**src/rtl/muldiv_ctrl_if.sv**
```systemverilog
// Bundle between the EX-stage decode and the multiply/divide sequencer.
// Request/response: start_i is a request that is accepted only while the unit is idle and flush_i is low;
// stall_o is its not-ready, and done_o is a one-cycle result pulse with no back-pressure.
interface muldiv_ctrl_if;
   logic        start_i;
   logic [1:0]  op_i;
   logic [31:0] a_i;
   logic [31:0] b_i;
   logic        flush_i;
   logic        stall_o;
   logic        busy_o;
   logic        done_o;
   logic [31:0] hi_o;
   logic [31:0] lo_o;
   logic        div_by_zero_o;
   logic [2:0]  state_dbg;

   modport master (
      output start_i, op_i, a_i, b_i, flush_i,
      input  stall_o, busy_o, done_o, hi_o, lo_o, div_by_zero_o, state_dbg
   );

   modport slave (
      input  start_i, op_i, a_i, b_i, flush_i,
      output stall_o, busy_o, done_o, hi_o, lo_o, div_by_zero_o, state_dbg
   );
endinterface

```
**src/rtl/muldiv_ctrl.sv**
```systemverilog
// MULT/MULTU/DIV/DIVU sequencer: fixed-latency registered multiply, radix-2 restoring divide
// with magnitude datapath and final sign fix-up. Result lands in hi_o/lo_o on entry to DONE.
module muldiv_ctrl #(
   parameter int MUL_LATENCY = 2
) (
   input logic         clk,
   input logic         rst,
   muldiv_ctrl_if.slave bus
);
   typedef enum logic [2:0] {
      IDLE     = 3'd0,
      MUL      = 3'd1,
      DIV_PREP = 3'd2,
      DIV_RUN  = 3'd3,
      DIV_FIX  = 3'd4,
      DONE     = 3'd5
   } state_t;

   state_t      state, state_n;
   logic [1:0]  op_q;
   logic [31:0] a_q, b_q;
   logic [5:0]  cnt;
   logic [31:0] rem_q, quo_q, dvs_q;
   logic        qneg_q, rneg_q;
   logic [31:0] hi_q, lo_q;
   logic        busy_q;
   logic        accept;
   logic        sgn;
   logic [63:0] mul_a, mul_b, prod;
   logic [32:0] shifted, diff;
   logic        fits;
   logic [31:0] rem_step, quo_step;

   assign accept = (state == IDLE) && bus.start_i && !bus.flush_i;
   assign sgn    = ~op_q[0];

   // One 64x64 multiply truncated to 64 bits serves both signednesses via operand extension.
   assign mul_a = sgn ? {{32{a_q[31]}}, a_q} : {32'b0, a_q};
   assign mul_b = sgn ? {{32{b_q[31]}}, b_q} : {32'b0, b_q};
   assign prod  = mul_a * mul_b;

   // The dividend shifts out of quo_q's MSB while quotient bits shift in at the LSB.
   assign shifted  = {rem_q, quo_q[31]};
   assign diff     = shifted - {1'b0, dvs_q};
   assign fits     = shifted >= {1'b0, dvs_q};
   assign rem_step = fits ? diff[31:0] : shifted[31:0];
   assign quo_step = {quo_q[30:0], fits};

   always_comb begin
      state_n = state;
      case (state)
         IDLE:     if (accept) state_n = bus.op_i[1] ? DIV_PREP : MUL;
         MUL:      if (bus.flush_i) state_n = IDLE;
                   else if (cnt == 6'(MUL_LATENCY - 1)) state_n = DONE;
         DIV_PREP: state_n = bus.flush_i ? IDLE : DIV_RUN;
         DIV_RUN:  if (bus.flush_i) state_n = IDLE;
                   else if (cnt == 6'd31) state_n = DIV_FIX;
         DIV_FIX:  state_n = bus.flush_i ? IDLE : DONE;
         DONE:     state_n = IDLE;
         default:  state_n = IDLE;
      endcase
   end

   always_ff @(posedge clk or posedge rst) begin
      if (rst) begin
         state  <= IDLE;
         busy_q <= 1'b0;
         op_q   <= 2'b0;
         a_q    <= 32'b0;
         b_q    <= 32'b0;
         cnt    <= 6'b0;
         rem_q  <= 32'b0;
         quo_q  <= 32'b0;
         dvs_q  <= 32'b0;
         qneg_q <= 1'b0;
         rneg_q <= 1'b0;
         hi_q   <= 32'b0;
         lo_q   <= 32'b0;
      end else begin
         state  <= state_n;
         busy_q <= (state_n == MUL) || (state_n == DIV_PREP) ||
                   (state_n == DIV_RUN) || (state_n == DIV_FIX);
         case (state)
            IDLE: if (accept) begin
               op_q <= bus.op_i;
               a_q  <= bus.a_i;
               b_q  <= bus.b_i;
               cnt  <= 6'b0;
            end
            MUL: begin
               cnt <= cnt + 6'd1;
               if (state_n == DONE) {hi_q, lo_q} <= prod;
            end
            DIV_PREP: begin
               dvs_q  <= (sgn && b_q[31]) ? -b_q : b_q;
               quo_q  <= (sgn && a_q[31]) ? -a_q : a_q;
               rem_q  <= 32'b0;
               qneg_q <= sgn & (a_q[31] ^ b_q[31]);
               rneg_q <= sgn & a_q[31];
               cnt    <= 6'b0;
            end
            DIV_RUN: begin
               rem_q <= rem_step;
               quo_q <= quo_step;
               cnt   <= cnt + 6'd1;
            end
            DIV_FIX: if (state_n == DONE) begin
               // Divide by zero reports the raw dividend, bypassing sign correction.
               if (b_q == 32'b0) begin
                  hi_q <= a_q;
                  lo_q <= 32'hFFFF_FFFF;
               end else begin
                  hi_q <= rneg_q ? -rem_q : rem_q;
                  lo_q <= qneg_q ? -quo_q : quo_q;
               end
            end
            default: ;
         endcase
      end
   end

   assign bus.busy_o        = busy_q;
   assign bus.stall_o       = accept | busy_q;
   assign bus.done_o        = (state == DONE);
   assign bus.div_by_zero_o = (state == DONE) && op_q[1] && (b_q == 32'b0);
   assign bus.hi_o          = hi_q;
   assign bus.lo_o          = lo_q;
   assign bus.state_dbg     = state;
endmodule

```
**src/flat_wrapper.sv**
```systemverilog
// flat-port wrapper written by rule: the top's interface ports become plain ports
module muldiv_ctrl_flat 
#(
   parameter int MUL_LATENCY = 2
)
  (clk, rst, bus_start_i, bus_op_i, bus_a_i, bus_b_i, bus_flush_i, bus_stall_o, bus_busy_o, bus_done_o, bus_hi_o, bus_lo_o, bus_div_by_zero_o, bus_state_dbg);
  muldiv_ctrl_if bus_i ();
  input logic clk;
  input logic rst;
  input wire logic [$bits(bus_i.start_i)-1:0] bus_start_i;
  input wire logic [$bits(bus_i.op_i)-1:0] bus_op_i;
  input wire logic [$bits(bus_i.a_i)-1:0] bus_a_i;
  input wire logic [$bits(bus_i.b_i)-1:0] bus_b_i;
  input wire logic [$bits(bus_i.flush_i)-1:0] bus_flush_i;
  output wire logic [$bits(bus_i.stall_o)-1:0] bus_stall_o;
  output wire logic [$bits(bus_i.busy_o)-1:0] bus_busy_o;
  output wire logic [$bits(bus_i.done_o)-1:0] bus_done_o;
  output wire logic [$bits(bus_i.hi_o)-1:0] bus_hi_o;
  output wire logic [$bits(bus_i.lo_o)-1:0] bus_lo_o;
  output wire logic [$bits(bus_i.div_by_zero_o)-1:0] bus_div_by_zero_o;
  output wire logic [$bits(bus_i.state_dbg)-1:0] bus_state_dbg;
  assign bus_i.start_i = bus_start_i;
  assign bus_i.op_i = bus_op_i;
  assign bus_i.a_i = bus_a_i;
  assign bus_i.b_i = bus_b_i;
  assign bus_i.flush_i = bus_flush_i;
  assign bus_stall_o = bus_i.stall_o;
  assign bus_busy_o = bus_i.busy_o;
  assign bus_done_o = bus_i.done_o;
  assign bus_hi_o = bus_i.hi_o;
  assign bus_lo_o = bus_i.lo_o;
  assign bus_div_by_zero_o = bus_i.div_by_zero_o;
  assign bus_state_dbg = bus_i.state_dbg;
  muldiv_ctrl #(.MUL_LATENCY(MUL_LATENCY)) u_core (.clk(clk), .rst(rst), .bus(bus_i));
endmodule
```
**config.mk**
```make
export PLATFORM = sky130hd
export DESIGN_NAME = muldiv_ctrl_flat
export DESIGN_NICKNAME = d
export VERILOG_FILES = /design/src/rtl/muldiv_ctrl_if.sv /design/src/rtl/muldiv_ctrl.sv /design/src/flat_wrapper.sv
export SDC_FILE = /design/constraint.sdc
export NUM_CORES = 2
export LEC_CHECK = 0
export BUFFER_PORTS_ARGS = -buffer_cell sky130_fd_sc_hd__clkbuf_2
export CAP_MARGIN = 5
export CORE_UTILIZATION = 52
export CTS_BUF_LIST = sky130_fd_sc_hd__clkbuf_4 sky130_fd_sc_hd__clkbuf_8
export CTS_CLUSTER_SIZE = 40
export DETAILED_ROUTE_END_ITERATION = 7
export PLACE_DENSITY = 0.8
export RECOVER_POWER = 100
export SYNTH_ARGS = -nofsm -noshare
export SYNTH_HDL_FRONTEND = slang
export SYNTH_SLANG_ARGS = --single-unit
export TNS_END_PERCENT = 1
```
**constraint.sdc**
```tcl
create_clock -name clk -period 8.9 [get_ports clk]
set_input_delay 1.335 -clock clk [delete_from_list [all_inputs] [get_ports clk]]
set_output_delay 1.335 -clock clk [all_outputs]
set_load 0.01 [all_outputs]
```
### After elaboration in Yosys (flattened, before gate mapping)

Cells that the tools add are included.

* add/sub/neg operators: 6
* multiply operators: 1
* $lt $le $gt $ge: 1
* eq/ne operators: 15
* muxes and demuxes: 28
* bitwise gates (word level): 5
* reductions and logical operators: 19

Operators by type and width (count)
* 2-to-1 mux 32 bit: 11
* case mux 32 bit (2 select lines): 4
* 2-to-1 mux 64 bit: 2
* negator 32 bit: 4
* multiplier 64 x 64 -> 64 bit: 1
* >= comparator 33 x 32 -> 1 bit: 1
* zero test 32 bit: 1
* subtractor 32 bit: 1
* 2-to-1 mux 3 bit: 6
* case mux 6 bit (3 select lines): 1
* case mux 3 bit (5 select lines): 1
* == test 3 x 2 -> 1 bit (second input constant): 4
* == test 3 bit (second input constant): 4
* adder 6 x 1 -> 6 bit (second input constant): 1
* == test 3 x 1 -> 1 bit (second input constant): 2
* == test 6 x 1 -> 1 bit (second input constant): 1
* == test 6 x 5 -> 1 bit (second input constant): 1
* logical AND 1 bit: 6
* 2-to-1 mux 6 bit: 1
* inequality test 2 x 1 -> 1 bit (second input constant): 3
* 2-to-1 mux 2 bit: 2
* AND reduction 2 bit: 2
* nonzero test 2 bit: 2
* zero test 3 bit: 1
* other kinds (9): 12

* register bits after elaboration: 238
* input bits: 70
* output and inout port bits: 71
* logic and storage cells: 88

### Longest topological paths before layout

* depth in word-level cells: 9
* mapped depth: 36
* depth with buffers taken out: 33

### Worst setup path after synthesis

Ideal clock, no wire load.

* kind: reg2reg
* start: register u_core.a_q[31]
* end: register u_core.hi_q[28], in the netlist u_core.bus.hi_o[28]
* library setup time: 0.145 ns
* arrival time: 9.486 ns
* data required time: 8.755 ns
* setup slack: -0.731 ns
* stages on the path, launching flop included: 31
* buffers on the path: 4
* period minus slack after synthesis: 9.631 ns
* path through: dfrtp_1 -> clkbuf_1 -> nor2b_1 -> clkbuf_1 -> clkbuf_1 -> clkbuf_1 -> nand2_1 -> fa_1 -> inv_1 -> fa_1 -> fa_1 -> inv_1 -> fa_1 -> inv_1 -> fa_1 -> fa_1 -> fa_1 -> fa_1 -> fa_1 -> inv_1 -> fa_1 -> inv_1 -> ha_1 -> nand4_1 -> or3_1 -> a2111oi_0 -> nor2_1 -> o31a_1 -> o21ai_0 -> xnor2_1 -> a21oi_1

* cells in the longest elaborated chain, start to end: 4

Ends and longest elaborated chain
* from (decl): RTL line muldiv_ctrl.sv:21 `logic [31:0] a_q, b_q;`
* from (signal assigned): RTL line muldiv_ctrl.sv:86 `a_q <= bus.a_i;`
* 2-to-1 mux 64 bit: RTL line muldiv_ctrl.sv:38 `assign mul_a = sgn ? {{32{a_q[31]}}, a_q} : {32'b0, a_q};`
* multiplier 64 x 64 -> 64 bit: RTL line muldiv_ctrl.sv:40 `assign prod = mul_a * mul_b;`
* 2-to-1 mux 32 bit: RTL line muldiv_ctrl.sv:92 `if (state_n == DONE) {hi_q, lo_q} <= prod;`
* case mux 32 bit (2 select lines): RTL line muldiv_ctrl.sv:83 `case (state)`
* to (signal assigned): RTL line muldiv_ctrl.sv:92
* to (signal assigned): RTL line muldiv_ctrl.sv:110 `hi_q <= a_q;`
* to (signal assigned): RTL line muldiv_ctrl.sv:113 `hi_q <= rneg_q ? -rem_q : rem_q;`
* to (decl): RTL line muldiv_ctrl.sv:25 `logic [31:0] hi_q, lo_q;`

No other way between the ends. The select of a mux whose other input is x is not followed.
A chain may end at the register's enable or synchronous reset.

### Final worst setup path

* start: register u_core.a_q[2]
* end: register u_core.hi_q[29], in the netlist u_core.bus.hi_o[29]

The elaborated chain is that of the path after synthesis.

==> metrics <==
outcome=finished with violations; violated checks=capacitance limit, slew limit, setup timing; slowest stage cell, crit path=dfrtp_1; Clock Root Buffer=clkbuf_8; via total after detailed routing=49,143; TritonCTS clock tree=yes; gpl congestion=1.07; Design Area, Final=69,200 sq um; clock net sink count=238; final setup vio count=8; achievable clock frequency=111 MHz; y dimension of the die=348 microns; kind of end point of the critical path=flip-flop; area after detailed placement=67,500 sq um; maximum single-stage delay on the critical path=1130 ps; worst slew pin tran=6190 ps; post-synthesis average cell area=9.08 sq um; post-synthesis share of cell area spent on and, or, nand and nor gates=0.146; final cell count without fillers=8,686; Post-synth EDFFs=0; layout filler cell count=9,850; total wirelength of the detailed-routed design=199,000 microns; Arrival @ worst endpoint=9580 ps; final setup slack of the worst path=-95.0 ps; placed instance count=8,578; Most Frequent Cell on Critical Path=fa_1; clock transition at the registers of the reported paths=70 ps; Initial Util=0.525; DRT iter0 DRCs=4,662; minimum period implied by the final worst setup slack=9000 ps; number of global-route vias before repair=53,158; most frequently used flop master after synthesis=dfrtp_1; Layout area overhead=11.5%; total grt overflow=0; post-layout net count=8,951; # port buffers=140; Worst Skew=53.1 ps; number of maximum-capacitance violations=10; combined global-route utilization of all metal layers=0.337; number of vias per cell=5.66; Die Span X=348 microns; slew margin rel.=-3.15; number of pins exceeding their max-slew limit in the final report=612; share of async-settable or async-resettable flops after synthesis=1.00; number of remaining DRC errors=0; buffer depth of the longest clock path=3; post-synthesis adder-cell area fraction=0.528; xor/xnor cell area share of the yosys netlist=0.0370; area of the core=118,000 sq um; cell area after technology mapping=62,100 sq um; dominant combinational cell family by area after synthesis=adder cells; share of the cycle needed by the critical path after routing=1.01; Post-Synthesis Net Count=8,671; worst setup path endpoint=u_core.bus.hi_o[29]$_DFFE_PP0P_; worst hold path stage count=2; element type at the critical path start=flip-flop; average detailed-routed wire length per instance=22.9 microns; commonest cells after routing, fill and taps aside=inv_1 (1,534), fa_1 (1,383), nand2_1 (899); Hold WS=478 ps; sequential share of the synthesized area=0.0959; CTS H-Tree Depth=2; crit path from=u_core.a_q[2]$_DFFE_PP0P_; class of the tightest hold or removal check=flip-flop to flip-flop; number of warnings reported in the yosys synthesis log=0; Pre-antenna DRT Iters=6; number of buffers added by the clock tree synthesis step=40; unrepaired setup endpoints after global routing=true; worst path required time=9480 ps; pin count of the biggest net entering global routing=128; number of nets with antenna violations after detailed routing=0; HPWL Detailed=164,000 microns; Crit Path Class=flip-flop to flip-flop; number of distinct library cell variants in the gate-level netlist after synthesis=68; multiplexer area fraction after synthesis=0.00403; final hold violation count=0; number of buffers inserted for hold repair after clock tree synthesis=0; Die Footprint=121,000 sq um; layout cell share with drive strength beyond 1=0.108; Synth Area in Compound Gates=0.0716; start of the worst register-to-register path=u_core.a_q[2]$_DFFE_PP0P_; largest fanout of any net on the critical path=16; depth of the worst register-to-register path=31; Synth Register Bits=238; first-pass GRT wire length=308,000 microns; count of mapped cells out of synthesis=6,834; end of the worst register-to-register path=u_core.bus.hi_o[29]$_DFFE_PP0P_; antenna violations before repair=7; standard-cell rows=126; clock insertion delay at the later pin of the skew report=670 ps; most common cell after layout, fill and taps aside=inv_1; # IOs=141; setup slack, reg-to-reg=-100 ps
[routing by layer]
| metal | GRT usage | up-vias | part of all wire |
|---|---|---|---|
| met4 | 0.171 | 2 | 0.065 |
| li1 | - | 20822 | - |
| met1 | 0.435 | 24926 | 0.37 |
| met2 | 0.538 | 2727 | 0.45 |
| met3 | 0.0724 | 666 | 0.11 |
| met5 | 0 | - | 0.000065 |
[state kept, by name (all words and copies together), names as in the netlist]
name,count
u_core.a_q,32
u_core.b_q,32
u_core.bus.busy_o,1
u_core.bus.hi_o,32
u_core.bus.lo_o,32
u_core.bus.state_dbg,3
u_core.cnt,6
u_core.dvs_q,32
u_core.op_q,2
u_core.qneg_q,1
u_core.quo_q,32
u_core.rem_q,32
u_core.rneg_q,1
[logic make-up after synthesis]
| group | count (synthesis) |
|---|---|
| adder cells (fa/ha/maj) | 1770 |
| AO/OA/AOI/OAI | 732 |
| AND/OR/NAND/NOR | 1867 |
| flip-flops | 238 |
| buffers and inverters | 1940 |
| multiplexers | 25 |
| XOR/XNOR | 262 |
[through the flow]
| stage | utilization | setup TNS [ps] | setup WS (ps) |
|---|---|---|---|
| final | 0.586 | -425 | -95.0 |
| after global routing | 0.586 | -3780 | -270 |
| after CTS | 0.582 | -57.2 | -53.1 |
| after detailed placement | 0.571 | -2540 | -276 |
| after global placement | 0.571 | -961 | -243 |
| after floorplan | - | -19.4 | -16.6 |
[worst max-delay path, delay by kind of cell, from the launching register on]
family / cells / cell delay, ps
adders and majority gates: 11 / 4400
AOI/OAI and AO/OA: 8 / 1580
buffers and inverters: 9 / 1150
DFF: 1 / 1130
and+or+nand+nor: 3 / 660
[what timing repair did]
item                                   in CTS  in global routing
pin swaps                                  43                102
cloned                                      1                  1
endpoints found under the hold margin       0                  0
setup buffers                              12                 16
setup endpoints to repair                  19                 29
gates resized for setup                    54                107
[cell type report]
| cell class | count | area, sq um | area share |
|---|---|---|---|
| multi-input combinational | 4656 | 49400 | 0.714 |
| antenna | 5 | 12.5 | 0.000181 |
| clock inverter | 17 | 262 | 0.00378 |
| clock buffer | 56 | 733 | 0.0106 |
| tap | 1536 | 1920 | 0.0278 |
| timing repair buffer | 621 | 5090 | 0.0736 |
| inverter | 1557 | 5850 | 0.0844 |
| sequential | 238 | 5970 | 0.0862 |
[how the worst min path moves through the flow]
stage                                         start                               to  slack [ps]
floorplan                u_core.op_q[1]$_DFFE_PP0P_       u_core.op_q[1]$_DFFE_PP0P_         450
global placement     u_core.bus.lo_o[8]$_DFFE_PP0P_   u_core.bus.lo_o[8]$_DFFE_PP0P_         460
detailed placement  u_core.bus.lo_o[18]$_DFFE_PP0P_  u_core.bus.lo_o[18]$_DFFE_PP0P_         470
CTS                  u_core.bus.hi_o[2]$_DFFE_PP0P_   u_core.bus.hi_o[2]$_DFFE_PP0P_         480
global route           u_core.dvs_q[23]$_DFFE_PP0P_     u_core.dvs_q[23]$_DFFE_PP0P_         500
finish              u_core.bus.lo_o[21]$_DFFE_PP0P_  u_core.bus.lo_o[21]$_DFFE_PP0P_         480
[Yosys cell counts (27+ instances only)]
library cell  number  area (sq um)
xor2_1           117          1020
a21oi_1          184           921
a211oi_1          33           248
or3_1             27           169
nand2_1          912          3420
clkbuf_1         327          1230
xnor2_1          145          1270
o21ai_0          250          1250
ha_1             347          4340
a21o_1            54           405
o22ai_1           27           169
buf_1             47           176
o31ai_1           32           240
inv_1           1557          5840
nor2_1           146           548
fa_1            1420         28400
and2_1           602          3770
dfrtp_1          238          5960
Power is left out: the tool's default activity adds up to more than one toggle a clock period on the data nets, which glitch-free logic cannot reach.
